<file path="config.mk">
export PLATFORM = sky130hd
export DESIGN_NAME = systolic_feed_ctrl_flat
export DESIGN_NICKNAME = d
export VERILOG_FILES = /design/src/rtl/systolic_pkg.sv /design/src/rtl/systolic_feed_ctrl_if.sv /design/src/rtl/systolic_skew_sel.sv /design/src/rtl/systolic_feed_ctrl.sv /design/src/flat_wrapper.sv
export SDC_FILE = /design/constraint.sdc
export NUM_CORES = 1
export LEC_CHECK = 0
export CORE_MARGIN = 2
export CORE_UTILIZATION = 45
export DETAILED_ROUTE_END_ITERATION = 7
export PLACE_DENSITY = 0.84
export SYNTH_ARGS = -nofsm -noshare
export SYNTH_HDL_FRONTEND = slang
export SYNTH_SLANG_ARGS = --single-unit
</file>
<file path="constraint.sdc">
create_clock -name CLK -period 3.6 [get_ports CLK]
set_input_delay 0.54 -clock CLK [delete_from_list [all_inputs] [get_ports CLK]]
set_output_delay 0.54 -clock CLK [all_outputs]
set_load 0.005 [all_outputs]
</file>
<file path="src/rtl/systolic_pkg.sv">
// rtl/systolic_pkg.sv - shared constants, FSM state type and packing helper for the systolic feed sequencer
package systolic_pkg;

    localparam int ARRAY_N      = 3;
    localparam int CLEAR_CYCLES = 2;
    localparam int FEED_LAST    = 6;
    localparam int EN_LAST      = 5;

    typedef enum logic [2:0] {
        S_IDLE,
        S_CLEAR,
        S_ARM,
        S_FEED,
        S_CAPTURE,
        S_DONE
    } state_t;

    // Flat element index of (row i, column j) in a packed 3x3 matrix.
    function automatic logic [3:0] pack_idx(input logic [1:0] i, input logic [1:0] j);
        return 4'(ARRAY_N) * {2'b00, i} + {2'b00, j};
    endfunction

endpackage

</file>
<file path="src/rtl/systolic_feed_ctrl_if.sv">
// rtl/systolic_feed_ctrl_if.sv - job request, operand, PE feedback and array-drive signals of the feed sequencer
// slave modport: sequencer side (START, A_MAT, B_MAT, PE_SUM, PE_OVF in; array drive and result out)
// master modport: requester/array side, the mirror image
interface systolic_feed_ctrl_if #(
    parameter int WIDTH     = 4,
    parameter int WIDTH_SUM = 8
);
    logic                   START;
    logic [9*WIDTH-1:0]     A_MAT;
    logic [9*WIDTH-1:0]     B_MAT;
    logic [9*WIDTH_SUM-1:0] PE_SUM;
    logic [8:0]             PE_OVF;
    logic                   ARRAY_RST_N;
    logic                   ARRAY_EN;
    logic [3*WIDTH-1:0]     A_ROW;
    logic [3*WIDTH-1:0]     B_COL;
    logic [9*WIDTH_SUM-1:0] C_MAT;
    logic                   OVF;
    logic                   BUSY;
    logic                   DONE;

    modport slave (
        input  START, A_MAT, B_MAT, PE_SUM, PE_OVF,
        output ARRAY_RST_N, ARRAY_EN, A_ROW, B_COL, C_MAT, OVF, BUSY, DONE
    );

    modport master (
        output START, A_MAT, B_MAT, PE_SUM, PE_OVF,
        input  ARRAY_RST_N, ARRAY_EN, A_ROW, B_COL, C_MAT, OVF, BUSY, DONE
    );
endinterface

</file>
<file path="src/rtl/systolic_skew_sel.sv">
// rtl/systolic_skew_sel.sv - picks the diagonally skewed operand element for one feed lane
// Ports: cnt (feed step), lane (lane index), mat (packed 3x3 operand), lane_val (element or 0).
// ROW_LANE=1: lane is a row of A, element A(lane, cnt-lane); ROW_LANE=0: lane is a column of B, element B(cnt-lane, lane).
module systolic_skew_sel
    import systolic_pkg::*;
#(
    parameter int WIDTH    = 4,
    parameter bit ROW_LANE = 1'b1
) (
    input  logic [2:0]         cnt,
    input  logic [1:0]         lane,
    input  logic [9*WIDTH-1:0] mat,
    output logic [WIDTH-1:0]   lane_val
);

    logic [2:0] diff;
    logic [3:0] idx;

    always_comb begin
        lane_val = '0;
        idx      = '0;
        diff     = cnt - {1'b0, lane};
        if ((cnt >= {1'b0, lane}) && (diff < 3'(ARRAY_N))) begin
            idx      = ROW_LANE ? pack_idx(lane, diff[1:0]) : pack_idx(diff[1:0], lane);
            lane_val = mat[idx*WIDTH +: WIDTH];
        end
    end

endmodule

</file>
<file path="src/rtl/systolic_feed_ctrl.sv">
// rtl/systolic_feed_ctrl.sv - job sequencer for a 3x3 output-stationary systolic multiplier array
// Ports: CLK, RST (sync, active high); bus (slave modport): START/A_MAT/B_MAT job request,
// PE_SUM/PE_OVF array feedback, ARRAY_RST_N/ARRAY_EN/A_ROW/B_COL array drive, C_MAT/OVF/BUSY/DONE result.
// Optional feature: define SYSTOLIC_FEED_CTRL_OVF_EN to register the OR of PE_OVF into OVF; otherwise OVF is 0.
module systolic_feed_ctrl
    import systolic_pkg::*;
#(
    parameter int WIDTH     = 4,
    parameter int WIDTH_SUM = 8
) (
    input logic                 CLK,
    input logic                 RST,
    systolic_feed_ctrl_if.slave bus
);

    state_t state, state_nx;
    logic [2:0] cnt, cnt_nx;
    logic       load_ops;

    logic [9*WIDTH-1:0]     a_op, b_op;
    logic [WIDTH-1:0]       a_lane [ARRAY_N];
    logic [WIDTH-1:0]       b_lane [ARRAY_N];

    logic                   rst_n_d, en_d, busy_d, done_d;
    logic [3*WIDTH-1:0]     a_row_d, b_col_d;

    logic                   rst_n_r, en_r, busy_r, done_r;
    logic [3*WIDTH-1:0]     a_row_r, b_col_r;
    logic [9*WIDTH_SUM-1:0] c_r;

    always_ff @(posedge CLK) begin
        if (RST) begin
            state <= S_IDLE;
            cnt   <= '0;
        end else begin
            state <= state_nx;
            cnt   <= cnt_nx;
        end
    end

    always_comb begin
        state_nx = state;
        cnt_nx   = cnt;
        load_ops = 1'b0;
        case (state)
            S_IDLE, S_DONE: begin
                state_nx = S_IDLE;
                if (bus.START) begin
                    load_ops = 1'b1;
                    state_nx = S_CLEAR;
                    cnt_nx   = '0;
                end
            end
            S_CLEAR: begin
                if (cnt == 3'(CLEAR_CYCLES - 1)) begin
                    state_nx = S_ARM;
                    cnt_nx   = '0;
                end else begin
                    cnt_nx = cnt + 3'd1;
                end
            end
            S_ARM: begin
                state_nx = S_FEED;
                cnt_nx   = '0;
            end
            S_FEED: begin
                if (cnt == 3'(FEED_LAST)) begin
                    state_nx = S_CAPTURE;
                    cnt_nx   = '0;
                end else begin
                    cnt_nx = cnt + 3'd1;
                end
            end
            S_CAPTURE: state_nx = S_DONE;
            default:   state_nx = S_IDLE;
        endcase
    end

    // Lane selectors look at the next step so the registered lanes line up with the FEED cycle.
    for (genvar g = 0; g < ARRAY_N; g++) begin : g_lane
        systolic_skew_sel #(.WIDTH(WIDTH), .ROW_LANE(1'b1)) u_a_sel (
            .cnt      (cnt_nx),
            .lane     (2'(g)),
            .mat      (a_op),
            .lane_val (a_lane[g])
        );
        systolic_skew_sel #(.WIDTH(WIDTH), .ROW_LANE(1'b0)) u_b_sel (
            .cnt      (cnt_nx),
            .lane     (2'(g)),
            .mat      (b_op),
            .lane_val (b_lane[g])
        );
    end

    // Output decode from the upcoming state, so every output is a plain register.
    // ARM enables the array one cycle early because the PE registers its ENABLE.
    always_comb begin
        rst_n_d = (state_nx != S_CLEAR);
        en_d    = (state_nx == S_ARM) ||
                  ((state_nx == S_FEED) && (cnt_nx <= 3'(EN_LAST)));
        busy_d  = (state_nx == S_CLEAR) || (state_nx == S_ARM) ||
                  (state_nx == S_FEED)  || (state_nx == S_CAPTURE);
        done_d  = (state_nx == S_DONE);
        a_row_d = '0;
        b_col_d = '0;
        if (state_nx == S_FEED) begin
            for (int i = 0; i < ARRAY_N; i++) begin
                a_row_d[i*WIDTH +: WIDTH] = a_lane[i];
                b_col_d[i*WIDTH +: WIDTH] = b_lane[i];
            end
        end
    end

    always_ff @(posedge CLK) begin
        if (RST) begin
            a_op    <= '0;
            b_op    <= '0;
            rst_n_r <= 1'b1;
            en_r    <= 1'b0;
            busy_r  <= 1'b0;
            done_r  <= 1'b0;
            a_row_r <= '0;
            b_col_r <= '0;
            c_r     <= '0;
        end else begin
            if (load_ops) begin
                a_op <= bus.A_MAT;
                b_op <= bus.B_MAT;
            end
            rst_n_r <= rst_n_d;
            en_r    <= en_d;
            busy_r  <= busy_d;
            done_r  <= done_d;
            a_row_r <= a_row_d;
            b_col_r <= b_col_d;
            if (state == S_CAPTURE) begin
                c_r <= bus.PE_SUM;
            end
        end
    end

`ifdef SYSTOLIC_FEED_CTRL_OVF_EN
    logic ovf_r;
    always_ff @(posedge CLK) begin
        if (RST) begin
            ovf_r <= 1'b0;
        end else if (state == S_CAPTURE) begin
            ovf_r <= |bus.PE_OVF;
        end
    end
    assign bus.OVF = ovf_r;
`else
    assign bus.OVF = 1'b0;
`endif

    assign bus.ARRAY_RST_N = rst_n_r;
    assign bus.ARRAY_EN    = en_r;
    assign bus.A_ROW       = a_row_r;
    assign bus.B_COL       = b_col_r;
    assign bus.C_MAT       = c_r;
    assign bus.BUSY        = busy_r;
    assign bus.DONE        = done_r;

endmodule

</file>
<file path="src/flat_wrapper.sv">
// flat-port wrapper written by rule: the top's interface ports become plain ports
module systolic_feed_ctrl_flat import systolic_pkg::*;
#(
    parameter int WIDTH     = 4,
    parameter int WIDTH_SUM = 8
)
  (CLK, RST, bus_START, bus_A_MAT, bus_B_MAT, bus_PE_SUM, bus_PE_OVF, bus_ARRAY_RST_N, bus_ARRAY_EN, bus_A_ROW, bus_B_COL, bus_C_MAT, bus_OVF, bus_BUSY, bus_DONE);
  systolic_feed_ctrl_if #(.WIDTH(WIDTH), .WIDTH_SUM(WIDTH_SUM)) bus_i ();
  input logic CLK;
  input logic RST;
  input wire logic [$bits(bus_i.START)-1:0] bus_START;
  input wire logic [$bits(bus_i.A_MAT)-1:0] bus_A_MAT;
  input wire logic [$bits(bus_i.B_MAT)-1:0] bus_B_MAT;
  input wire logic [$bits(bus_i.PE_SUM)-1:0] bus_PE_SUM;
  input wire logic [$bits(bus_i.PE_OVF)-1:0] bus_PE_OVF;
  output wire logic [$bits(bus_i.ARRAY_RST_N)-1:0] bus_ARRAY_RST_N;
  output wire logic [$bits(bus_i.ARRAY_EN)-1:0] bus_ARRAY_EN;
  output wire logic [$bits(bus_i.A_ROW)-1:0] bus_A_ROW;
  output wire logic [$bits(bus_i.B_COL)-1:0] bus_B_COL;
  output wire logic [$bits(bus_i.C_MAT)-1:0] bus_C_MAT;
  output wire logic [$bits(bus_i.OVF)-1:0] bus_OVF;
  output wire logic [$bits(bus_i.BUSY)-1:0] bus_BUSY;
  output wire logic [$bits(bus_i.DONE)-1:0] bus_DONE;
  assign bus_i.START = bus_START;
  assign bus_i.A_MAT = bus_A_MAT;
  assign bus_i.B_MAT = bus_B_MAT;
  assign bus_i.PE_SUM = bus_PE_SUM;
  assign bus_i.PE_OVF = bus_PE_OVF;
  assign bus_ARRAY_RST_N = bus_i.ARRAY_RST_N;
  assign bus_ARRAY_EN = bus_i.ARRAY_EN;
  assign bus_A_ROW = bus_i.A_ROW;
  assign bus_B_COL = bus_i.B_COL;
  assign bus_C_MAT = bus_i.C_MAT;
  assign bus_OVF = bus_i.OVF;
  assign bus_BUSY = bus_i.BUSY;
  assign bus_DONE = bus_i.DONE;
  systolic_feed_ctrl #(.WIDTH(WIDTH), .WIDTH_SUM(WIDTH_SUM)) u_core (.CLK(CLK), .RST(RST), .bus(bus_i));
endmodule
</file>
Word level (Yosys, flattened, before mapping) --
Index checks and enable logic that the tools add are counted.
Storage, ports and cells: output and inout bits 101, ROM bits 0, bits in registers 178, logic and storage cells 78, bits in writable memories 0, memories 0, latch bits 0
Cells by class: shift operators 6, bitwise gates (word level) 4, equal/unequal tests 13, reductions and logical operators 13, mux-type cells 10, $add $sub $neg 7, div/mod/pow operators 0, order comparisons 7, multiply operators 3
Operators by type and width (number):
- $shiftx 36x7->4 | 4
- $shiftx 36x5->4 | 1
- $shiftx 36x6->4 | 1
- $eq 3x3->1 const B | 5
- $mux 3 | 5
- $pmux 3 s5 | 1
- $eq 3x2->1 const B | 4
- $mul 2x2->4 const A | 3
- $pmux 3 s4 | 1
- $eq 3x1->1 const B | 3
- $lt 3x2->1 const B | 3
- $reduce_or 3->1 | 3
- $ge 3x1->1 const B | 2
- $add 3x2->4 const A | 1
- $add 4x1->4 const B | 1
- $add 4x2->4 const B | 1
- $logic_and 1x1->1 | 4
- $logic_or 1x1->1 | 4
- $not 1->1 | 4
- $add 2x2->3 const A | 1
- $add 3x1->3 const B | 1
- $ge 3x2->1 const B | 1
- $le 3x3->1 const B | 1
- $logic_not 3->1 | 1
- other kinds (5) | 7

Longest topological paths before layout --
depth after elaboration 8, depth in mapped cells 13, depth with buffers taken out 10

Hierarchy --
Synthesis repeated with hierarchy kept, for this count alone.
Unflattened totals: cells, all modules 1030, area, all modules 9359.0 µm²
Modules (own cells, without submodules):
- systolic_feed_ctrl | instances 1, cells each 750, seq. area each 3563.4 µm², area an instance 6267.3 µm²
- systolic_skew_sel (u_core.g_lane[0].u_a_sel ...) | instances 2, cells each 40, seq. area each 0.0 µm², area an instance 490.5 µm²
- systolic_skew_sel (u_core.g_lane[2].u_b_sel) | instances 1, cells each 64, seq. area each 0.0 µm², area an instance 580.6 µm²
- systolic_skew_sel (u_core.g_lane[0].u_b_sel) | instances 1, cells each 49, seq. area each 0.0 µm², area an instance 523.0 µm²
- systolic_skew_sel (u_core.g_lane[1].u_b_sel) | instances 1, cells each 48, seq. area each 0.0 µm², area an instance 520.5 µm²
- systolic_skew_sel (u_core.g_lane[2].u_a_sel) | instances 1, cells each 39, seq. area each 0.0 µm², area an instance 486.7 µm²

Least setup slack after synthesis --
No wires, ideal clock.
path type input to register, start in bus_START, end reg u_core.a_row_r[5] (netlist: u_core.bus.A_ROW[5]), stages 10, data arrival time 2806 ps, library setup time 115 ps, setup slack 679 ps, path through nand2b_4 > a22o_1 > a22oi_1 > buf_2 > buf_2 > ha_1 > clkbuf_1 > clkbuf_1 > mux4_2 > and2_1
On the way: longest elaborated chain between the ends 7
Ends and longest elaborated chain:
- from (decl) | line flat_wrapper.sv:11 | input wire logic [$bits(bus_i.START)-1:0] bus_START;
- branches (longest 7 deep; another with $sub 3x1->3)
- to (signal assigned) | line systolic_feed_ctrl.sv:134 | a_row_r <= a_row_d;
- to (decl) | line systolic_feed_ctrl.sv:28 | logic [3*WIDTH-1:0] a_row_r, b_col_r;
Parallel ways; which one is timed is not known. A chain may end at the register's enable or synchronous reset.

Worst setup path in the final report --
start in bus_START, end reg u_core.b_col_r[6] (netlist: u_core.bus.B_COL[6])
On the way: longest elaborated chain between the ends 7
Ends and longest elaborated chain:
- branches (longest 7 deep; another with $mul 2x2->4)
- to (signal assigned) | line systolic_feed_ctrl.sv:135 | b_col_r <= b_col_d;
- to (decl) | line systolic_feed_ctrl.sv:28
Parallel ways; which one is timed is not known.

==> results.sh <==
export IMPL_status="finished, final reports clean"
export IMPL_syn2layout_area_growth_pct=44.0
export IMPL_cts_tree="yes"
export IMPL_finalCritPeriodShare=0.815
export IMPL_final_core_util=0.669
export IMPL_place_area_um2=9680
export IMPL_place_inst=1262
export IMPL_synthCells=855
export IMPL_start_kind="input port"
export IMPL_worstReg2RegStart="u_core.state[1]"
export IMPL_synth_edf_count=0
export IMPL_vias_per_cell=5.18
export IMPL_slowest_stage="a221oi_2"
export IMPL_worstPathMaxFanout=27
export IMPL_critPathArrivalTime_ns=3.30
export IMPL_route_detailed_drc=0
export IMPL_cts_sinks=178
export IMPL_hold_viol=0
export IMPL_peakVddDrop_mv=0.315
export IMPL_die_x_um=130
export IMPL_synth_cell_type_count=58
export IMPL_path_class="in -> reg"
export IMPL_tightest_slew_ns=0.857
export IMPL_final_cells=1293
export IMPL_grt_pass1_vias=6162
export IMPL_fmax_mhz=341
export IMPL_setup_viol=0
export IMPL_ys_seq_area_frac=0.501
export IMPL_clk_pin_slew_ns=0.07
export IMPL_io_pins=257
export IMPL_place_ws_ns=0.284
export IMPL_overflow=0
export IMPL_postCtsHoldBufs=0
export IMPL_clkLatencyLatePin_ns=0.43
export IMPL_grt_pass1_wl_mm=31.7
export IMPL_crit_required_ns=3.97
export IMPL_fill_cells=1263
export IMPL_ys_async_sr_fraction=0
export IMPL_cts_max_path_buffers=2
export IMPL_grt_total_usage=0.242
export IMPL_rsz0062_at_grt="false"
export IMPL_slew_violations=0
export IMPL_post_cts_buffers=0
export IMPL_drt_initial_drc_count=584
export IMPL_cts_resized=0
export IMPL_rr_worst_depth=9
export IMPL_yosys_most_used_dff="dfxtp_1"
export IMPL_dr_pass1_iters=5
export IMPL_maxCapViolCount=0
export IMPL_final_common_cell="nand2_1"
export IMPL_netlist_area_um2=7120
export IMPL_diodes=0
export IMPL_finalPower_mw=4.36
export IMPL_die_h_um=130
export IMPL_min_to="u_core.cnt[1]"
export IMPL_whs_ns=0.322
export IMPL_cp_end_kind="flip-flop"
export IMPL_gp_congestion=0.858
export IMPL_vias=6704
export IMPL_hold_class="in -> reg"
export IMPL_worst_slack_ns=0.667
export IMPL_power_density_nw_per_um2=426
export IMPL_fin_crit_ns=2.93
export IMPL_synth_warnings=0
export IMPL_nNetsFinal=1235
export IMPL_drive_above_1_share=0.0795
export IMPL_slew_headroom=0.428
export IMPL_ys_ff_latch=178
export IMPL_grt_max_degree=81
export IMPL_whs_path_depth=2
export IMPL_cp_cell_sequence="clkdlybuf4s50_1, o21bai_1, a22o_1, a22oi_2, buf_4, ha_1, a211oi_1, o21ai_0, a221oi_2, and3b_1"
export IMPL_stdcell_area_um2=10200
export IMPL_tns_ns=0
export IMPL_coreArea_um2=15300
export IMPL_antenna_found_initial=0
export IMPL_hpwlAfterDp_mm=14.5
export IMPL_portBuffers=246
export IMPL_cts_buffers=17
export IMPL_leakagePower_nw=3.59
export IMPL_row_count=45
export IMPL_fin_skew_ns=0.00948
export IMPL_start_util=0.465
export IMPL_critPathMaxStageDelay_ns=0.55
export IMPL_min_from="RST"
export IMPL_mostFrequentLayoutCells="nand2_1 (296), clkdlybuf4s50_1 (245), dfxtp_1 (178), a21oi_1 (151), nor2_1 (22)"
export IMPL_drt_wl_total_mm=20.6
export IMPL_r2r_end="u_core.bus.B_COL[6]"
export IMPL_rrSetupSlack_ns=0.74
export IMPL_cts_root_buf="clkbuf_16"
export IMPL_syn_avg_cell_area_um2=8.33
export IMPL_wire_per_inst_um=16.0
export IMPL_htreeDepth=4
export IMPL_die_area_um2=16800
export IMPL_syn_num_nets=1020
export IMPL_ant_nets=0
==> sequential cells by signal, summed over array words and instances, names as in the netlist <==
register / flops
u_core.a_op: 36
u_core.b_op: 36
u_core.bus.ARRAY_EN: 1
u_core.bus.ARRAY_RST_N: 1
u_core.bus.A_ROW: 12
u_core.bus.BUSY: 1
u_core.bus.B_COL: 12
u_core.bus.C_MAT: 72
u_core.bus.DONE: 1
u_core.cnt: 3
u_core.state: 3
==> per-layer routing <==
metal / wire [um] / GRT usage
met1: 8590 / 0.312
met2: 10200 / 0.397
met3: 1210 / 0.0484
met4: 617 / 0.101
met5: 0 / 0
==> where the power goes <==
group / switching [mW] / internal, mW / leakage (nW) / total (mW)
Sequential: 0.0531 / 2.03 / 1.45 / 2.09
Clock: 0.796 / 0.978 / 0.268 / 1.77
Combinational: 0.240 / 0.264 / 1.88 / 0.504
Total: 1.09 / 3.27 / 3.59 / 4.36
==> cells by family (layout without fill, tap and decap cells) <==
| logic type | after synthesis | after routing | synth area share |
|---|---|---|---|
| flops | 178 | 178 | 0.501 |
| mux | 24 | 24 | 0.0510 |
| buf+inv | 72 | 299 | 0.0446 |
| other cells | 1 | 1 | 0.000527 |
| compound gates | 209 | 209 | 0.175 |
| fa+ha+maj | 9 | 9 | 0.0158 |
| simple gates | 362 | 362 | 0.213 |
==> worst max-delay path: cells and delay by family <==
family	cells	cell delay (ns)
AND/OR/NAND/NOR	1	0.25
buffers and inverters	2	0.75
adder cells (fa/ha/maj)	1	0.24
AO/OA/AOI/OAI	6	1.50
==> worst max-delay path by stage <==
stage | startpoint | end
after floorplan | bus_START | u_core.bus.A_ROW[5]
after global placement | bus_START | u_core.bus.B_COL[7]
after detailed placement | bus_START | u_core.bus.B_COL[6]
after CTS | bus_START | u_core.bus.B_COL[6]
after global routing | bus_START | u_core.bus.B_COL[6]
final | bus_START | u_core.bus.B_COL[6]
==> synthesized netlist by cell type (all sizes together) (2+ instances only) <==
cell type / n / area share
o21ai: 4 / 0.0028
a21o: 2 / 0.0021
ha: 9 / 0.016
buf: 16 / 0.015
dfxtp: 178 / 0.50
mux2: 8 / 0.013
nand2: 298 / 0.16
nor2: 22 / 0.012
mux2i: 7 / 0.0098
a221oi: 3 / 0.0046
nor4: 2 / 0.0018
a211o: 5 / 0.0074
a211oi: 14 / 0.015
a31oi: 2 / 0.0018
a21oi: 152 / 0.11
nand2b: 4 / 0.0056
inv: 6 / 0.0035
nor2b: 3 / 0.0030
mux4: 9 / 0.028
nor3: 8 / 0.0063
a22o: 2 / 0.0025
and2: 11 / 0.0097
and3b: 2 / 0.0025
nand3: 4 / 0.0028
a21boi: 2 / 0.0021
or3: 2 / 0.0025
a2111oi: 4 / 0.0067
a32o: 2 / 0.0028
clkbuf: 50 / 0.026
a22oi: 9 / 0.0095
o21bai: 2 / 0.0021
==> area by class of cell <==
| class | instances | area, um^2 | share of cell area |
|---|---|---|---|
| inverters | 6 | 25.0 | 0.00244 |
| well taps | 211 | 264 | 0.0258 |
| multi-input cells | 605 | 3250 | 0.317 |
| flip-flops and latches | 178 | 3560 | 0.348 |
| clock inverters | 13 | 125 | 0.0122 |
| repair buffers | 262 | 2580 | 0.252 |
| clock buffers | 18 | 439 | 0.0429 |
(Power assumes the default switching activity.)
==> edit 1, RTL diff (same settings) <==
Re-encode `state_t` (6 states) as one-hot, 6 bits wide.
--- a/src/rtl/systolic_pkg.sv
+++ b/src/rtl/systolic_pkg.sv
@@ -8,9 +8,9 @@
 
-    typedef enum logic [2:0] {
-        S_IDLE,
-        S_CLEAR,
-        S_ARM,
-        S_FEED,
-        S_CAPTURE,
-        S_DONE
+    typedef enum logic [5:0] {
+        S_IDLE    = 6'b000001,
+        S_CLEAR   = 6'b000010,
+        S_ARM     = 6'b000100,
+        S_FEED    = 6'b001000,
+        S_CAPTURE = 6'b010000,
+        S_DONE    = 6'b100000
     } state_t;
Formal check against the unedited RTL: same outputs for any inputs over 10 cycles, from zero or initial values and one cycle with RST high; not proved beyond that.
==> edit 1 against the unedited design <==
Combinational power fell by 2%. Sequential cell count rose by 3. Register-to-register slack got worse by 0.28 ns. Via count fell by 1.7%. Critical path depth rose by 2. Worst setup slack got worse by 0.20 ns. Clock skew rose by 0.0028 ns. Critical endpoint is now u_core.bus.B_COL[9]$_SDFF_PP0_. Area after synthesis rose by 1.2%. Total power rose by 2.6%. Cell area rose by 1.2%. Wire length fell by 4.4%. Die area rose by 1.2%. First-iteration DRC count fell by 36%. Sequential power rose by 2%.
==> edit 1: results (changes against the unedited design) <==
• run status: complete, no violations
• DP HPWL: 13900 µm, -4.3%
• amount of wire on met3 after detailed routing: 1970 µm, +63%
• first drt pass iteration count: 4, -1
• Setup WS pre-CTS: 0.446 ns, +0.162 ns
• met2 demand-to-capacity share in global routing: 38.5%, -1.2 points
• fmax: 319 MHz, -6.5%
• Reg-to-Reg End: u_core.bus.B_COL[9]$_SDFF_PP0_
• met1 track demand over resource in global routing: 27.9%, -3.3 points
• worst-case hold path end point: u_core.bus.C_MAT[6]$_SDFFE_PP0N_
• launch point of the worst reg-to-reg path: u_core.state[2]$_SDFF_PP0_
• static leakage: 0.00370 µW, +3.0%
• maximum number of pins on one net before global-route repair: 79, -2.5%
• DR iter-0 viols: 373, -36%
• total routed wirelength: 19700 µm, -4.4%
• final weighted congestion in routability-driven placement: 0.859, about the same
• Post-Syn Nets: 1019, -0.098%
• worst reg-to-reg setup slack: 0.46 ns, -0.28 ns
• first-pass GRT wire length: 31100 µm, -2.1%
• crit path capture: u_core.bus.B_COL[9]$_SDFF_PP0_
• largest cells by area after synthesis: sky130_fd_sc_hd__dfxtp_1 50%, sky130_fd_sc_hd__nand2_1 15%, sky130_fd_sc_hd__a21oi_1 10%, sky130_fd_sc_hd__mux4_2 5.0%, sky130_fd_sc_hd__clkbuf_1 2.8%
• WL met2: 9420 µm, -7.9%
• Global Route Usage Sum: 23.4%, -0.78 points
• Worst VDD drop: 0.310 mV, -1.5%
• worst-path maximum fanout: 13, -52%
• Data arrival, critical path: 3.48 ns, +0.18 ns
• fraction of layout instances using a drive strength above 1: 6.85%, -1.1 points
• Routed met1 length: 7890 µm, -8.2%
• DRC viols: 0, unchanged
• portion of the post-synthesis area used by sequential elements: 50.3%, +0.22 points
• GR Util met3: 8.14%, +3.3 points
• transition time at the pin with the least slew margin: 0.808 ns, -0.0497 ns
• hold wc startpoint: u_core.bus.C_MAT[6]$_SDFFE_PP0N_
• most used standard cells in the synthesized netlist: 293 x sky130_fd_sc_hd__nand2_1, 181 x sky130_fd_sc_hd__dfxtp_1, 149 x sky130_fd_sc_hd__a21oi_1, 54 x sky130_fd_sc_hd__clkbuf_1, 23 x sky130_fd_sc_hd__nor2_1
-- edit 1: critical path, cell delays in order, from the launching register on --
cell and delay, ns:
sky130_fd_sc_hd__dfxtp_1 0.39, sky130_fd_sc_hd__nor4_1 0.51, sky130_fd_sc_hd__nand3b_1 0.22, sky130_fd_sc_hd__o31ai_2 0.18
sky130_fd_sc_hd__a31oi_1 0.14, sky130_fd_sc_hd__or2_2 0.37, sky130_fd_sc_hd__ha_1 0.21, sky130_fd_sc_hd__inv_1 0.08
sky130_fd_sc_hd__o21ai_0 0.07, sky130_fd_sc_hd__nor2_1 0.08, sky130_fd_sc_hd__o221a_2 0.34, sky130_fd_sc_hd__nand3_1 0.23
sky130_fd_sc_hd__o211ai_1 0.24
-- edit 1: logic make-up after synthesis --
logic type,after synthesis,synth area share [%]
adders and majority gates,9,1.56
and+or+nand+nor,371,21.5
DFF,181,50.3
buffers and inverters,74,4.43
other,1,0.0520
xor gates and xnor gates,2,0.243
AOI/OAI and AO/OA,184,14.6
muxes,32,7.29
-- edit 1: through the flow --
step,hold WS [ns],cell area (µm²),utilization (%),total power (µW),std cells
after global routing,0.468,10400,65.8,4640,1297
final,0.452,10400,65.8,4480,1297
after global placement,0.439,9780,62.0,2660,1267
after detailed placement,0.446,9780,62.0,2670,1267
after floorplan,0.433,7210,-,2430,854
after CTS,0.455,10400,65.8,4500,1297
-- edit 1: area by class of cell --
type / count / area, µm² / area share [%]
clock inverters: 7 / 96.3 / 0.929
well taps: 216 / 270 / 2.61
multi-input cells: 599 / 3280 / 31.6
repair buffers: 259 / 2560 / 24.7
inverters: 12 / 50.0 / 0.483
flip-flops and latches: 181 / 3620 / 34.9
clock buffers: 23 / 498 / 4.80
-- edit 1: where the power goes --
part           internal [µW]  switching, µW
clock network           1110            745
logic                    265            231
registers               2080           52.7
==> edit 2, RTL diff (config.mk and constraints unchanged) <==
Without the edit above. Change the parameter `ROW_LANE` from 1'b0 to 1'b1.
--- a/src/rtl/systolic_feed_ctrl.sv
+++ b/src/rtl/systolic_feed_ctrl.sv
@@ -86,3 +86,3 @@
         );
-        systolic_skew_sel #(.WIDTH(WIDTH), .ROW_LANE(1'b0)) u_b_sel (
+        systolic_skew_sel #(.WIDTH(WIDTH), .ROW_LANE(1'b1)) u_b_sel (
             .cnt      (cnt_nx),
Function: changed (a bounded check fails within 10 cycles, from zero or initial values and one cycle with RST high).
==> edit 2 against the unedited design <==
Utilization is 0.54 points lower. Cell area fell by 2.3%. Total power is 0.13% lower. Non-clock buffer count decreased by 4. Maximum frequency down 3.2%. Wire length down 5.1%. Hold slack gained 0.13 ns. Clock skew shrank 0.0047 ns. Die area decreased by 2.8%. Worst setup slack got worse by 0.096 ns. Area after synthesis shrank 2.8%. Sequential cell count did not move.
==> edit 2: results (changes against the unedited design) <==
• Data arrival, critical path: 3.36 ns, +0.06 ns
• DR iter-0 viols: 608, +4.1%
• final weighted congestion in routability-driven placement: 0.841, -2.0%
• hold wc startpoint: u_core.b_op[16]$_SDFFE_PP0P_
• largest incremental delay on the critical path: 0.66 ns, +0.11 ns
• area of the multi-input gates: 3040 µm², -6.5%
• multiplexer share of the synthesized area: 2.62%, -2.5 points
• first-pass GRT wire length: 30100 µm, -5.0%
• maximum number of pins on one net before global-route repair: 91, +12%
• fraction of area in clock buffers and inverters: 5.87%, +0.36 points
• Clock buffer cells: 25, +7
• Hold WS: 0.453 ns, +0.132 ns
• power share of the sequential group: 47.6%, -0.2 points
• number of different library cells in the post-synthesis netlist: 51, -12%
• bufs w/o clock: 258, -1.5%
• DP HPWL: 13400 µm, -7.6%
• via count of the first global-routing pass: 6039, -2.0%
• total clock network power: 1820 µW, +3%
• fraction of layout instances using a drive strength above 1: 4.93%, -3.0 points
• Sw Pwr: 1020 µW, -6.2%
• run status: complete, no violations
• final worst setup slack: 0.570 ns, -0.0961 ns
• proportion of power drawn by the clock network: 41.8%, +1.1 points
• post-detailed-placement cell area: 9430 µm², -2.6%
• worst-path maximum fanout: 22, -19%
• Global Route Usage Sum: 23.3%, -0.81 points
• family of cells with the greatest summed delay on the critical path: buffers and inverters
• instance count of the mapped netlist: 854, -0.12%
• mean number of vias per cell: 5.20, +0.30%
• Reg-to-Reg End: u_core.bus.A_ROW[4]$_SDFF_PP0_
• most used standard cells in the synthesized netlist: 299 x sky130_fd_sc_hd__nand2_1, 178 x sky130_fd_sc_hd__dfxtp_1, 167 x sky130_fd_sc_hd__a21oi_1, 55 x sky130_fd_sc_hd__clkbuf_1, 12 x sky130_fd_sc_hd__nand3_1
• maximum clock skew at final layout: 0.00475 ns, -0.00473 ns
• share of the synthesized area in compound gates (AO/OA/AOI/OAI): 18.2%, +0.69 points
• Post-Syn Nets: 1017, -0.29%
• post-synthesis xor/xnor area fraction: 0.127%, +0.13 points
• number of multi-input combinational cells: 600, -0.83%
• Setup WS pre-CTS: 0.448 ns, +0.164 ns
• number of nets in the finished design: 1225, -0.81%
• portion of the post-synthesis area used by sequential elements: 51.5%, +1.5 points
• worst hold-check path type: reg2reg
-- edit 2: changes by cell type after synthesis, moves of 7 or more --
| cell | unedited run | this run |
|---|---|---|
| sky130_fd_sc_hd__and3_1 | 0 | 7 |
| sky130_fd_sc_hd__nor2_1 | 22 | 7 |
| sky130_fd_sc_hd__nor2b_1 | 2 | 9 |
| sky130_fd_sc_hd__mux2_2 | 8 | 0 |
| sky130_fd_sc_hd__nand3_1 | 4 | 12 |
| sky130_fd_sc_hd__and2_1 | 11 | 2 |
| sky130_fd_sc_hd__a22oi_1 | 9 | 0 |
| sky130_fd_sc_hd__a21oi_1 | 151 | 167 |
| sky130_fd_sc_hd__mux4_2 | 9 | 2 |
-- edit 2: metal layers --
| metal | global-route usage, % | up-vias | wire length (µm) |
|---|---|---|---|
| met5 | 0 | - | 0 |
| met4 | 9.11 | 0 | 420 |
| met3 | 4.80 | 30 | 1050 |
| met2 | 39.3 | 204 | 9930 |
| met1 | 29.5 | 3074 | 8180 |
| li1 | - | 3260 | - |
